<file path="config.mk">
export PLATFORM = sky130hd
export DESIGN_NAME = alu_operand_stage
export DESIGN_NICKNAME = d
export VERILOG_FILES = /design/src/rtl/alu_pkg.sv /design/src/rtl/imm_gen.sv /design/src/rtl/alu_operand_stage.sv
export SDC_FILE = /design/constraint.sdc
export NUM_CORES = 1
export LEC_CHECK = 0
export ABC_CLOCK_PERIOD_IN_PS = 2510
export BUFFER_PORTS_ARGS = -buffer_cell sky130_fd_sc_hd__buf_2
export CAP_MARGIN = 20
export CORE_AREA = 8 8 125 127
export DETAILED_ROUTE_END_ITERATION = 10
export DIE_AREA = 0 0 133 135
export HOLD_SLACK_MARGIN = 0.1
export PLACE_DENSITY = 0.81
export SLEW_MARGIN = 20
export SYNTH_ARGS = -nofsm -noshare
export SYNTH_HDL_FRONTEND = slang
export SYNTH_SLANG_ARGS = --single-unit
</file>
<file path="constraint.sdc">
create_clock -name clk -period 2.51 [get_ports clk]
set_input_delay 0.251 -clock clk [delete_from_list [all_inputs] [get_ports clk]]
set_output_delay 0.251 -clock clk [all_outputs]
set_load 0.1 [all_outputs]
</file>
<file path="src/rtl/alu_pkg.sv">
// alu_pkg: ALU opcodes, RV32 major opcodes, operand selects and decode helpers
package alu_pkg;
    localparam logic [3:0] ALU_ADD  = 4'd0;
    localparam logic [3:0] ALU_SUB  = 4'd1;
    localparam logic [3:0] ALU_SLL  = 4'd2;
    localparam logic [3:0] ALU_SLT  = 4'd3;
    localparam logic [3:0] ALU_SLTU = 4'd4;
    localparam logic [3:0] ALU_XOR  = 4'd5;
    localparam logic [3:0] ALU_SRL  = 4'd6;
    localparam logic [3:0] ALU_SRA  = 4'd7;
    localparam logic [3:0] ALU_OR   = 4'd8;
    localparam logic [3:0] ALU_AND  = 4'd9;

    localparam logic [6:0] OPC_OP     = 7'b0110011;
    localparam logic [6:0] OPC_OP_IMM = 7'b0010011;
    localparam logic [6:0] OPC_LOAD   = 7'b0000011;
    localparam logic [6:0] OPC_STORE  = 7'b0100011;
    localparam logic [6:0] OPC_BRANCH = 7'b1100011;
    localparam logic [6:0] OPC_JAL    = 7'b1101111;
    localparam logic [6:0] OPC_JALR   = 7'b1100111;
    localparam logic [6:0] OPC_LUI    = 7'b0110111;
    localparam logic [6:0] OPC_AUIPC  = 7'b0010111;

    localparam logic [31:0] NOP = 32'h0000_0013;

    typedef enum logic [1:0] {A_SEL_RS1, A_SEL_PC, A_SEL_ZERO} a_sel_e;
    typedef enum logic {B_SEL_RS2, B_SEL_IMM} b_sel_e;

    function automatic logic [3:0] decode_alu_sel(input logic [31:0] inst);
        logic is_op;
        logic [3:0] sel;
        is_op = inst[6:0] == OPC_OP;
        case (inst[14:12])
            3'd0:    sel = (is_op && inst[30]) ? ALU_SUB : ALU_ADD;
            3'd1:    sel = ALU_SLL;
            3'd2:    sel = ALU_SLT;
            3'd3:    sel = ALU_SLTU;
            3'd4:    sel = ALU_XOR;
            3'd5:    sel = inst[30] ? ALU_SRA : ALU_SRL;
            3'd6:    sel = ALU_OR;
            default: sel = ALU_AND;
        endcase
        return (is_op || inst[6:0] == OPC_OP_IMM) ? sel : ALU_ADD;
    endfunction

    function automatic a_sel_e decode_a_sel(input logic [6:0] opc);
        return (opc == OPC_BRANCH || opc == OPC_JAL || opc == OPC_AUIPC) ? A_SEL_PC :
               (opc == OPC_LUI) ? A_SEL_ZERO : A_SEL_RS1;
    endfunction

    function automatic b_sel_e decode_b_sel(input logic [6:0] opc);
        return (opc == OPC_OP) ? B_SEL_RS2 : B_SEL_IMM;
    endfunction
endpackage

</file>
<file path="src/rtl/imm_gen.sv">
// imm_gen: sign-extended I/S/B/U/J immediate selected by the major opcode
module imm_gen
    import alu_pkg::*;
(
    input  logic [31:0] inst,
    output logic [31:0] imm
);
    logic [6:0]  opc;
    logic [31:0] i_imm, s_imm, b_imm, u_imm, j_imm;

    always_comb begin
        opc   = inst[6:0];
        i_imm = {{20{inst[31]}}, inst[31:20]};
        s_imm = {{20{inst[31]}}, inst[31:25], inst[11:7]};
        b_imm = {{19{inst[31]}}, inst[31], inst[7], inst[30:25], inst[11:8], 1'b0};
        u_imm = {inst[31:12], 12'b0};
        j_imm = {{11{inst[31]}}, inst[31], inst[19:12], inst[20], inst[30:21], 1'b0};
        imm   = (opc == OPC_STORE)  ? s_imm :
                (opc == OPC_BRANCH) ? b_imm :
                (opc == OPC_LUI || opc == OPC_AUIPC) ? u_imm :
                (opc == OPC_JAL)    ? j_imm : i_imm;
    end
endmodule

</file>
<file path="src/rtl/alu_operand_stage.sv">
// alu_operand_stage: ID/EX register feeding the ALU with decoded opcode and operands.
// Define ALU_OPERAND_STAGE_FWD_EN to forward the writeback result into rs1/rs2.
module alu_operand_stage
    import alu_pkg::*;
#(
    parameter logic [31:0] RESET_PC = 32'h0000_0000,
    parameter logic [31:0] NOP_INST = 32'h0000_0013
) (
    input  logic        clk,
    input  logic        rst,
    input  logic [31:0] id_inst,
    input  logic [31:0] id_pc,
    input  logic [31:0] id_rd1,
    input  logic [31:0] id_rd2,
    input  logic        stall,
    input  logic        flush,
    input  logic        wb_we,
    input  logic [4:0]  wb_rd,
    input  logic [31:0] wb_data,
    output logic [31:0] alu_a,
    output logic [31:0] alu_b,
    output logic [3:0]  alu_sel,
    output logic [31:0] ex_inst,
    output logic [31:0] ex_pc,
    output logic [31:0] ex_rs2_data,
    output logic        ex_valid
);
    logic [31:0] inst_q, inst_d, pc_q, pc_d, rd1_q, rd1_d, rd2_q, rd2_d;
    logic [3:0]  alu_sel_q, alu_sel_d;
    a_sel_e      a_sel_q, a_sel_d;
    b_sel_e      b_sel_q, b_sel_d;
    logic        valid_q, valid_d;
    logic [31:0] imm, rs1_v, rs2_v, b_raw;

    imm_gen u_imm_gen (.inst(inst_q), .imm(imm));

`ifdef ALU_OPERAND_STAGE_FWD_EN
    assign rs1_v = (wb_we && wb_rd != 5'd0 && wb_rd == inst_q[19:15]) ? wb_data : rd1_q;
    assign rs2_v = (wb_we && wb_rd != 5'd0 && wb_rd == inst_q[24:20]) ? wb_data : rd2_q;
`else
    logic unused_wb;
    assign unused_wb = ^{wb_we, wb_rd, wb_data};
    assign rs1_v = rd1_q;
    assign rs2_v = rd2_q;
`endif

    always_comb begin
        inst_d    = inst_q;
        pc_d      = pc_q;
        rd1_d     = rd1_q;
        rd2_d     = rd2_q;
        alu_sel_d = alu_sel_q;
        a_sel_d   = a_sel_q;
        b_sel_d   = b_sel_q;
        valid_d   = valid_q;
        if (flush) begin
            inst_d    = NOP_INST;
            pc_d      = id_pc;
            rd1_d     = '0;
            rd2_d     = '0;
            alu_sel_d = ALU_ADD;
            a_sel_d   = decode_a_sel(NOP_INST[6:0]);
            b_sel_d   = decode_b_sel(NOP_INST[6:0]);
            valid_d   = 1'b0;
        end else if (stall) begin
            // refreshing the held operands lets the instruction outlive the writeback
            rd1_d = rs1_v;
            rd2_d = rs2_v;
        end else begin
            inst_d    = id_inst;
            pc_d      = id_pc;
            rd1_d     = id_rd1;
            rd2_d     = id_rd2;
            alu_sel_d = decode_alu_sel(id_inst);
            a_sel_d   = decode_a_sel(id_inst[6:0]);
            b_sel_d   = decode_b_sel(id_inst[6:0]);
            valid_d   = 1'b1;
        end
    end

    always_ff @(posedge clk) begin
        if (rst) begin
            inst_q    <= NOP_INST;
            pc_q      <= RESET_PC;
            rd1_q     <= '0;
            rd2_q     <= '0;
            alu_sel_q <= ALU_ADD;
            a_sel_q   <= decode_a_sel(NOP_INST[6:0]);
            b_sel_q   <= decode_b_sel(NOP_INST[6:0]);
            valid_q   <= 1'b0;
        end else begin
            inst_q    <= inst_d;
            pc_q      <= pc_d;
            rd1_q     <= rd1_d;
            rd2_q     <= rd2_d;
            alu_sel_q <= alu_sel_d;
            a_sel_q   <= a_sel_d;
            b_sel_q   <= b_sel_d;
            valid_q   <= valid_d;
        end
    end

    always_comb begin
        b_raw = (b_sel_q == B_SEL_RS2) ? rs2_v : imm;
        alu_a = (a_sel_q == A_SEL_PC) ? pc_q : (a_sel_q == A_SEL_ZERO) ? 32'd0 : rs1_v;
        // shifts only ever see a 5-bit amount, which also drops the SRAI funct7 bit
        alu_b = (alu_sel_q == ALU_SLL || alu_sel_q == ALU_SRL || alu_sel_q == ALU_SRA) ?
                {27'b0, b_raw[4:0]} : b_raw;
    end

    assign alu_sel     = alu_sel_q;
    assign ex_inst     = inst_q;
    assign ex_pc       = pc_q;
    assign ex_rs2_data = rs2_v;
    assign ex_valid    = valid_q;
endmodule

</file>
==> results.txt <==
----------------------------------------------------
[Route]
  Drt pass-1 iters ... 5
  Wire per inst ... approximately 23 µm
  Via count normalized by instance count ... 5.752
  Final Routed Wirelength ... 29,790 µm
  Antenna viol nets, final ... 0
  First DRT Iteration DRCs ... between 500 and 600
  Number of remaining DRC errors ... 0
  Overall via count from detail_route ... around 7,600

[Synth]
  Cell Area, Synth ... slightly above 6000 µm²
  Post-synthesis share of cell area spent on and, or, nand and nor gates ... between 10% and 20%
  Synth Area in Adders ... 0%
  Count of state elements after synthesis ... ~140
  Commonest register cell after synthesis ... dfxtp_1
  Dominant combinational cell family by area after synthesis ... multiplexers
  Gate count after technology mapping ... 720
  Compound-cell area share of the yosys netlist ... between 10% and 20%
  Xor/xnor cell area share of the yosys netlist ... 0%
  Multiplexer share of the synthesized area ... about a fifth
  Proportion of synthesized flip-flops having asynchronous set or reset ... 0%
  Net Count, Synth ... 890
  Unique masters post-synth ... 37
  Number of flops mapped to enable cells by yosys ... 0
  Synthesized area per cell ... 8.595 µm²
  Seq/Total Area, Yosys ... between 40% and 50%
  Synth warn ... 0

[GRT]
  Wire length of the first global-routing pass ... between 40,000 and 50,000 µm
  Antenna violations before repair ... 3
  Grt total ovfl ... 0
  GR Layer Usage met2 ... 57.93%
  Total global-route track usage ... between 30% and 40%
  Global routing's busiest layer ... met2
  Met3 track utilization from global routing ... about a tenth
  Met1 track demand over resource in global routing ... about a third
  Pin count of the biggest net entering global routing ... between 40 and 50
  Number of global-route vias before repair ... 7,989

[Placed design]
  Weighted congestion at the end of routability-driven global placement ... slightly above 0.8
  Placed cell areas ... roughly 9000 µm²
  Port bufs ... 296
  HPWL reported at the end of detailed placement ... roughly 17,000 µm
  Number of cells after detailed placement ... approximately 1,200

[Floorplanning]
  Ports placed on the boundary ... 335
  Initial core utilization ... between 40% and 50%
  Area enclosed by the die boundary ... approximately 18,000 µm²
  Chip Width ... roughly 130 µm
  Die Y-Extent ... 135 µm
  Number of standard-cell rows in the floorplan ... 43
  Placeable core area ... 13,610 µm²

[Critical path]
  List of cells traversed by the critical path ... and3b_1 -> nand2_2 -> a41oi_4 -> o221a_2 -> buf_12
  Maximum fanout count along the critical path ... 8
  R2R depth ... 3
  Slowest Stage Delay on Critical Path ... between 400 and 500 ps
  Worst Setup Path Type ... reg -> out
  Cell type of the slowest stage on the worst timing path ... a41oi_4
  Startpoint type of the worst setup path ... flop
  Endpoint arrival time on the critical path ... between 2000 and 2500 ps
  CP required ... ~2300 ps
  Worst Setup End Kind ... output port

[Run]
  Maximum capacitance violations ... 0

[Timing]
  Worst clock skew on the final layout ... 0 ps
  RSZ-0062 raised after global routing ... true
  Total setup violations reported at the end of the flow ... 0
  Fraction of the cycle the final worst path needs ... 99.93%
  Worst slew pin tran ... approximately 640 ps
  Worst max-slew margin expressed relative to the limit ... a little under three fifths
  Worst hold margin ... about 120 ps
  Hold violation count in the final report ... 0
  Tmin final ... approximately 2500 ps
  Top achievable clock speed ... approximately 0.40 GHz
  Final slew viol count ... 0

[CTS]
  TritonCTS sink count ... about 140
  Post-CTS Setup Repair Bufs ... 0
  Clock input transition at the sequential cells of the worst setup and hold paths ... about 60 ps
  Root Buffer ... clkbuf_16
  Count of H-tree levels built during CTS ... 4
  Num CTS Buffers ... 17
  Worst-skew pair later-pin latency ... 420 ps
  Largest buffer count on any clock path ... 2
  CTS tree ... done

[Power and ir drop]
  PwrDens ... between 600 and 700 nW/µm²
  Leakage dissipation ... approximately 4.9 nW
  VDD IR-drop max ... 0.4706 mV

[Final layout]
  Fraction of the core area covered by cells at the end of the flow ... roughly four fifths
  Post-layout instance count excluding filler cells ... between 1,000 and 1,500
  Total number of nets in the final design ... ~1,300
  Area Growth Syn to Fin ... 74.30%
  Ratio of cells with drive above 1 in the final layout ... about 39%
  Design area ... approximately 11,000 µm²

[Worst hold path]
  WHS Path Cells ... 3
  Worst hold path type ... in -> reg

[Outcome]
  Run status ... finished, final reports clean

----------------------------------------------------
## sequential cells by signal, summed over array words and instances (netlist names)
register,cells
ex_inst,32
ex_pc,32
ex_rs2_data,32
rd1_q,32
alu_sel,4
a_sel_q,2
b_sel_q,1
ex_valid,1
## metrics by stage
| step | setup TNS (ps) | power, mW | worst slack, ps |
|---|---|---|---|
| 4_1_cts | 0 | 6.508 | 25.93 |
| 2_1_floorplan | 0 | 3.415 | 11.93 |
| 3_3_place_gp | 0 | 3.811 | 350.6 |
| 5_1_grt | -295.2 | 6.714 | -61.99 |
| 6_report | 0 | 6.549 | 1.719 |
| 3_5_place_dp | 0 | 3.831 | 273.7 |
## logic make-up (layout without fill, tap and decap cells)
kind of cell / after synthesis / after routing
muxes: 131 / 131
buffers and inverters: 60 / 471
AOI/OAI and AO/OA: 116 / 116
other: 0 / 3
DFF: 136 / 136
and+or+nand+nor: 277 / 277
## cell usage in the layout, fill, tap and decap left out, drive strengths merged, types with 3 or more instances in the layout
master | netlist | routed
buf | 26 | 311
clkbuf | 29 | 29
a22oi | 3 | 3
a221oi | 4 | 4
clkinv | 0 | 3
a32oi | 3 | 3
inv | 5 | 7
a21oi | 42 | 42
o221a | 8 | 8
nand2b | 5 | 5
dlygate4sd3 | 0 | 117
a211oi | 12 | 12
diode | 0 | 3
mux2i | 131 | 131
nand3 | 9 | 9
nor2 | 122 | 122
dfxtp | 136 | 136
o21ai | 36 | 36
nand2 | 110 | 110
nor3 | 15 | 15
nand3b | 4 | 4
## final timing paths
check / start / end / slack (ps)
worst max-delay path: ex_inst[3] / alu_b[17] / 2
worst min-delay path: id_inst[30] / ex_inst[30] / 120
worst max register to register: a_sel_q[1] / a_sel_q[1] / 1130
worst min register to register: ex_valid / ex_valid / 450
## synthesized netlist by cell type (3+ instances only)
cell type | instances | share of area, %
nand3_1 | 9 | 0.73
nor3_1 | 14 | 1.1
o21ai_0 | 35 | 2.8
o221a_1 | 8 | 1.5
nand2b_1 | 4 | 0.40
a211oi_1 | 12 | 1.5
clkbuf_1 | 29 | 1.8
nand3b_1 | 4 | 0.49
dfxtp_1 | 136 | 44
a32oi_1 | 3 | 0.42
a21oi_1 | 42 | 3.4
a221oi_1 | 4 | 0.57
inv_1 | 5 | 0.30
buf_2 | 25 | 2.0
mux2i_1 | 131 | 21
a22oi_1 | 3 | 0.36
nand2_1 | 110 | 6.7
nor2_1 | 122 | 7.4
## final cells by class
class                           count  area [µm²]
Multi-Input combinational cell    524        3613
Timing Repair Buffer              434        3565
Fill cell                         727        2825
Sequential cell                   136        2753
Clock buffer                       23       489.2
Tap cell                          180       225.2
Clock inverter                      9       111.4
Inverter                            5       22.52
Antenna cell                        3       7.507
## report_power, final
part,leakage (nW),switching (mW),total (mW),internal (mW)
clock,0.294,0.965,2.54,1.58
sequential,1.12,0.0847,2.33,2.24
combinational,3.46,1.17,1.68,0.513
## routing by layer
layer / routed length, µm / part of all wire [%]
met5: 0 / 0
met4: 1532 / 5.1
met3: 2721 / 9.1
met2: 15580 / 52
met1: 9959 / 33
## worst max-delay path: cells and delay by family, from the launching register on
kind	cells	cell delay [ps]
AO/OA/AOI/OAI	2	770
flip-flops	1	330
buffers and inverters	1	190
AND/OR/NAND/NOR	2	540
## what timing repair did
item	CTS	global route
pin swaps	1	0
endpoints found under the hold margin	117	0
setup endpoints to repair	22	19
resized for setup	4	9
hold buffers	117	0
gates cloned	0	0
(Power assumes the default switching activity.)
